**src/rtl/attn_pkg.sv**
```systemverilog
// Shared definitions for the attention output path: default widths, the packed
// row entry layout and the round/saturate quantizer used by the row packer.
package attn_pkg;

  localparam int IN_W    = 18;
  localparam int OUT_W   = 8;
  localparam int ROW_LEN = 8;
  localparam int ROWS    = 8;
  localparam int IDX_W   = $clog2(ROWS);

  typedef struct packed {
    logic [ROW_LEN*OUT_W-1:0] data;
    logic [IDX_W-1:0]         idx;
    logic [OUT_W-1:0]         max;
  } row_entry_t;

  // The extra top bit keeps the rounding add from wrapping at full-scale input.
  function automatic logic [OUT_W-1:0] round_sat(input logic [IN_W-1:0] x,
                                                 input int unsigned     shift);
    logic [IN_W:0] s;
    s = {1'b0, x} + ((IN_W+1)'(1) << (shift - 1));
    s = s >> shift;
    if (|s[IN_W:OUT_W]) return '1;
    return s[OUT_W-1:0];
  endfunction

endpackage

```
**src/rtl/attn_row_fifo.sv**
```systemverilog
// Synchronous FIFO for packed row entries; a pop frees space for a push in the
// same cycle, so a full FIFO can accept a write while its head drains.
module attn_row_fifo #(
  parameter int WIDTH = 8,
  parameter int DEPTH = 8
) (
  input  logic             clk,
  input  logic             reset,
  input  logic             push_i,
  input  logic             pop_i,
  input  logic [WIDTH-1:0] din_i,
  output logic [WIDTH-1:0] dout_o,
  output logic             full_o,
  output logic             empty_o
);

  localparam int PTR_W = (DEPTH > 1) ? $clog2(DEPTH) : 1;
  localparam int CNT_W = $clog2(DEPTH + 1);

  logic [WIDTH-1:0] mem_q [DEPTH];
  logic [PTR_W-1:0] wr_q, wr_d, rd_q, rd_d;
  logic [CNT_W-1:0] cnt_q, cnt_d;
  logic             do_push, do_pop;

  assign full_o  = (cnt_q == CNT_W'(DEPTH));
  assign empty_o = (cnt_q == '0);
  assign do_pop  = pop_i && !empty_o;
  assign do_push = push_i && (!full_o || do_pop);
  assign dout_o  = mem_q[rd_q];

  always_comb begin
    wr_d  = wr_q;
    rd_d  = rd_q;
    cnt_d = cnt_q + CNT_W'(do_push) - CNT_W'(do_pop);
    if (do_push) wr_d = (wr_q == PTR_W'(DEPTH - 1)) ? '0 : wr_q + PTR_W'(1);
    if (do_pop)  rd_d = (rd_q == PTR_W'(DEPTH - 1)) ? '0 : rd_q + PTR_W'(1);
  end

  always_ff @(posedge clk) begin
    if (!reset) begin
      wr_q  <= '0;
      rd_q  <= '0;
      cnt_q <= '0;
    end else begin
      wr_q  <= wr_d;
      rd_q  <= rd_d;
      cnt_q <= cnt_d;
    end
  end

  // Storage needs no reset: the count alone decides what is visible.
  always_ff @(posedge clk) begin
    if (do_push) mem_q[wr_q] <= din_i;
  end

endmodule

```
**src/rtl/attention_row_packer.sv**
```systemverilog
// Quantizes the attention core's 8x8 output stream, packs each row with its
// maximum and hands rows downstream over valid/ready through a row FIFO.
module attention_row_packer
  import attn_pkg::*;
#(
  parameter int IN_W       = attn_pkg::IN_W,
  parameter int OUT_W      = attn_pkg::OUT_W,
  parameter int SHIFT      = 6,
  parameter int ROW_LEN    = attn_pkg::ROW_LEN,
  parameter int ROWS       = attn_pkg::ROWS,
  parameter int FIFO_DEPTH = 8
) (
  input  logic                     clk,
  input  logic                     reset,
  input  logic                     done_in,
  input  logic [IN_W-1:0]          answer_in,
  output logic                     row_valid,
  input  logic                     row_ready,
  output logic [ROW_LEN*OUT_W-1:0] row_data,
  output logic [$clog2(ROWS)-1:0]  row_idx,
  output logic [OUT_W-1:0]         row_max,
  output logic                     frame_done,
  output logic                     overflow
);

  localparam int COL_W   = $clog2(ROW_LEN);
  localparam int ROW_W   = $clog2(ROWS);
  localparam int CNT_W   = COL_W + ROW_W;
  localparam int DATA_W  = ROW_LEN * OUT_W;
  localparam int ENTRY_W = DATA_W + ROW_W + OUT_W;
  localparam logic [IN_W:0] ROUND = (IN_W+1)'(1) << (SHIFT - 1);

  logic [CNT_W-1:0]   cnt_q, cnt_d;
  logic [IN_W:0]      sum_w, shr_w;
  logic [OUT_W-1:0]   q_w;
  logic               s1_valid_q;
  logic [OUT_W-1:0]   s1_val_q;
  logic [COL_W-1:0]   s1_col_q;
  logic [ROW_W-1:0]   s1_row_q;
  logic [DATA_W-1:0]  asm_q, asm_d;
  logic [OUT_W-1:0]   max_q, max_d;
  logic               row_done_q;
  logic [ROW_W-1:0]   row_done_idx_q;
  logic               ent_valid_q;
  logic [ENTRY_W-1:0] ent_q;
  logic               ovf_q;
  logic [ENTRY_W-1:0] head_w;
  logic               fifo_full, fifo_empty, pop_w;

  assign sum_w = {1'b0, answer_in} + ROUND;
  assign shr_w = sum_w >> SHIFT;
  assign q_w   = (|shr_w[IN_W:OUT_W]) ? '1 : shr_w[OUT_W-1:0];

  // Column 0 restarts the running max so each row's max stands alone.
  always_comb begin
    cnt_d = cnt_q;
    asm_d = asm_q;
    max_d = max_q;
    if (done_in) cnt_d = cnt_q + CNT_W'(1);
    if (s1_valid_q) begin
      asm_d[s1_col_q*OUT_W +: OUT_W] = s1_val_q;
      if (s1_col_q == '0 || s1_val_q > max_q) max_d = s1_val_q;
    end
  end

  always_ff @(posedge clk) begin
    if (!reset) begin
      cnt_q          <= '0;
      s1_valid_q     <= 1'b0;
      s1_val_q       <= '0;
      s1_col_q       <= '0;
      s1_row_q       <= '0;
      asm_q          <= '0;
      max_q          <= '0;
      row_done_q     <= 1'b0;
      row_done_idx_q <= '0;
      ent_valid_q    <= 1'b0;
      ent_q          <= '0;
      ovf_q          <= 1'b0;
    end else begin
      cnt_q      <= cnt_d;
      s1_valid_q <= done_in;
      if (done_in) begin
        s1_val_q <= q_w;
        s1_col_q <= cnt_q[COL_W-1:0];
        s1_row_q <= cnt_q[COL_W +: ROW_W];
      end
      asm_q          <= asm_d;
      max_q          <= max_d;
      row_done_q     <= s1_valid_q && (s1_col_q == COL_W'(ROW_LEN - 1));
      row_done_idx_q <= s1_row_q;
      // The completed row is captured before the next row's column 0 lands.
      ent_valid_q    <= row_done_q;
      if (row_done_q) ent_q <= {asm_q, row_done_idx_q, max_q};
      if (ent_valid_q && fifo_full && !pop_w) ovf_q <= 1'b1;
    end
  end

  attn_row_fifo #(
    .WIDTH (ENTRY_W),
    .DEPTH (FIFO_DEPTH)
  ) u_fifo (
    .clk     (clk),
    .reset   (reset),
    .push_i  (ent_valid_q),
    .pop_i   (pop_w),
    .din_i   (ent_q),
    .dout_o  (head_w),
    .full_o  (fifo_full),
    .empty_o (fifo_empty)
  );

  assign row_valid  = !fifo_empty;
  assign pop_w      = row_valid && row_ready;
  assign row_data   = row_valid ? head_w[ENTRY_W-1 -: DATA_W] : '0;
  assign row_idx    = row_valid ? head_w[OUT_W +: ROW_W] : '0;
  assign row_max    = row_valid ? head_w[OUT_W-1:0] : '0;
  assign frame_done = pop_w && (head_w[OUT_W +: ROW_W] == ROW_W'(ROWS - 1));
  assign overflow   = ovf_q;

endmodule
```
**config.mk**
```make
export PLATFORM = sky130hd
export DESIGN_NAME = attention_row_packer
export DESIGN_NICKNAME = d
export VERILOG_FILES = /design/src/rtl/attn_pkg.sv /design/src/rtl/attn_row_fifo.sv /design/src/rtl/attention_row_packer.sv
export SDC_FILE = /design/constraint.sdc
export NUM_CORES = 1
export LEC_CHECK = 0
export ABC_AREA = 1
export ABC_CLOCK_PERIOD_IN_PS = 6700
export CORE_MARGIN = 2
export CORE_UTILIZATION = 55
export DETAILED_ROUTE_END_ITERATION = 8
export PLACE_DENSITY = 0.73
export SETUP_SLACK_MARGIN = 0.4
export SLEW_MARGIN = 20
export SYNTH_ARGS = -nofsm -noshare
export SYNTH_HDL_FRONTEND = slang
export SYNTH_SLANG_ARGS = --single-unit
export TNS_END_PERCENT = 30
```
**constraint.sdc**
```tcl
create_clock -name clk -period 6.7 [get_ports clk]
set_input_delay 0.67 -clock clk [delete_from_list [all_inputs] [get_ports clk]]
set_output_delay 0.67 -clock clk [all_outputs]
set_load 0.01 [all_outputs]
```
==> impl_metrics.yaml <==
run_status:
  status: "complete, no violations"
clock_tree:
  tritoncts: "done"
  cts_sinks: 787
  clk_latency_ns: 0.61
  htreeDepth: 3
  holdBufCountCts: 0
  cts-resized-gates: 0
  post_cts_buffers: 0
  cts_buffer_depth: 3
  cts_made_buffers: 75
  cts.reportedPaths.clkPinSlew_ns: 0.06
  cts_root_buffer: "clkbuf_16"
logic_synthesis:
  avgSynthCellArea_um2: 11.1
  yosys_warnings: 0
  synth_area_um2: 30800
  synthAdderAreaFrac: 0.00959
  seq_area_frac_synth: 0.707
  ys.flop_type: "edfxtp_1"
  synthMuxAreaShare: 0
  synth_top_family_by_area: "compound AO/OA/AOI/OAI gates"
  synth-simple-area-share: 0.113
  synth_compound_area_frac: 0.133
  ys_ff_latch: 787
  synth-edff-count: 600
  synth_xor_area_frac: 0.00114
  synth_nets: 2811
  netlist-cell-type-count: 37
  syn_inst: 2766
  async_reset_ff_frac: 0
global_route:
  track_usage: 0.244
  antenna_found_initial: 2
  gr-total-overflow: 0
  grt_pass1_vias: 20400
  grt_pass1_wl_um: 109000
  grt_max_degree: 170
finish:
  nets: 2836
  nFillCells: 4163
  drive_above_1_share: 0.0600
  synthToLayoutAreaGrowth_pct: 12.6
  final_cells: 3598
  ff_latch_area_um2: 21800
  mostFrequentLayoutCells: "nor2_1, edfxtp_1, o21ai_0, dfxtp_1, o21ai_1"
  multi_input_area_um2: 7950
  diodes: 0
  fin_area_um2: 34700
  final_common_cell: "nor2_1"
setup_path:
  critPathKind: "reg2out"
  critPathMaxFanout: 63
  r2r-start: "u_fifo.cnt_q[2]"
  cp-end-kind: "primary output"
  reg2reg_setup_slack_ns: 2.21
  reg2reg_depth: 8
  worstPathRequired_ns: 6.03
  rr_endpoint: "u_fifo.mem_q[2][17]"
  crit_path_start_kind: "flop"
  arrival_ns: 3.92
sta:
  relSlewSlack: 0.246
  period_share: 0.685
  hold_viol: 0
  setup_viol: 0
  finalCriticalPeriod_ns: 4.59
  tightest_slew_ns: 1.13
  rsz0062_at_grt: "false"
  finalSetupTns_ns: 0
  max_freq_mhz: 218
  drv_slew: 0
  finalClockSkew_ns: 0.0166
worst_hold_path:
  hold_path_class: "reg2reg"
  hold_start: "s1_row_q[2]"
  whs_path_depth: 2
  whs_endpoint: "row_done_idx_q[2]"
route:
  wl_per_cell_um: 19.5
  drt_iter0_drc: 1990
  drtPass1Iterations: 5
  ant_nets: 0
  via_per_inst: 5.78
  totalWireLength_um: 70000
  vias: 20800
  remaining_drc_errors: 0
placed_design:
  placed_area_um2: 32200
  dpl.cell_count: 3462
  hpwl_um: 38700
  io_buffers: 94
  gp_congestion: 0.888
power:
  p_total_mw: 12.5
  p_per_area_nw_per_um2: 361
  vdd_drop_max_mv: 0.356
  p_leak_nw: 12.6
floorplanning:
  start_util: 0.558
  fp.dieH_um: 241
  dieArea_um2: 57900
  num_io_pins: 100
  rows: 86
  die_x_um: 241
  coreArea_um2: 55200
flow_run:
  maxCapViolations: 0
-- state kept, by name, summed over array words and instances, names as in the netlist, named ones only --
name,flops
u_fifo.rd_q,3
asm_q,64
ent_q,75
s1_row_q,3
ent_valid_q,1
s1_val_q,8
overflow,1
max_q,8
s1_valid_q,1
cnt_q,6
row_done_q,1
s1_col_q,3
u_fifo.mem_q,600
u_fifo.cnt_q,4
u_fifo.wr_q,3
row_done_idx_q,3
-- logic make-up (layout without fill, tap and decap cells) --
group / after synthesis / count (layout)
buf+inv: 282 / 366
compound gates: 790 / 790
simple gates: 880 / 880
flops: 787 / 787
fa+ha+maj: 23 / 23
xor+xnor: 4 / 4
-- area by class of cell --
cell class              count  share of cell area
repair buffers            122              0.0339
flip-flops and latches    787               0.628
multi-input cells        1697               0.229
clock inverters            35             0.00762
well taps                 748              0.0270
inverters                 108              0.0119
clock buffers             101              0.0624
-- power by group --
group,switching [mW],internal (mW),leakage [nW]
clock network,1.72,2.41,1.20
registers,0.0919,5.22,7.55
logic,1.86,1.22,3.85
total,3.67,8.85,12.6
-- worst max path at each step --
stage	to	slack (ns)
after floorplan	u_fifo.mem_q[1][0]	1.91
after global routing	row_data[0]	1.91
after CTS	row_data[0]	2.15
after global placement	u_fifo.mem_q[2][12]	2.31
final	row_data[0]	2.11
after detailed placement	u_fifo.mem_q[2][12]	2.28
-- metrics by stage --
| step | setup WS [ns] | hold slack (ns) | utilization |
|---|---|---|---|
| 2_1_floorplan | 1.91 | 0.405 | - |
| 3_3_place_gp | 2.31 | 0.419 | 0.584 |
| 3_5_place_dp | 2.28 | 0.421 | 0.584 |
| 4_1_cts | 2.15 | 0.427 | 0.628 |
| 5_1_grt | 1.91 | 0.447 | 0.628 |
| 6_report | 2.11 | 0.430 | 0.628 |
-- metal layers --
metal | global-route usage | share of wire
met4 | 0.0804 | 0.022
met3 | 0.0372 | 0.057
met2 | 0.421 | 0.50
met1 | 0.318 | 0.42
met5 | 0 | 0.00019
-- synthesized netlist by cell type (18+ instances only) --
library cell | instances | area [um^2]
nor2_1 | 686 | 2570
nor3_1 | 18 | 90.1
o21ai_0 | 430 | 2150
o21ai_1 | 147 | 736
ha_1 | 22 | 275
clkbuf_1 | 111 | 417
nand3_1 | 36 | 180
a21oi_1 | 121 | 606
a31oi_1 | 73 | 457
dfxtp_1 | 187 | 3740
inv_1 | 96 | 360
nand2_1 | 122 | 458
edfxtp_1 | 600 | 18000
buf_2 | 48 | 240
-- worst max-delay path: stages, from the launching register on --
cell and delay, ns:
dfxtp_4 0.80, buf_4 0.54, buf_4 0.56, o21ai_0 0.19, o21ai_1 0.17, o21ai_0 0.09
a31oi_1 0.29, clkdlybuf4s50_1 0.60
Note: power is estimated with default switching activity, not from simulation.
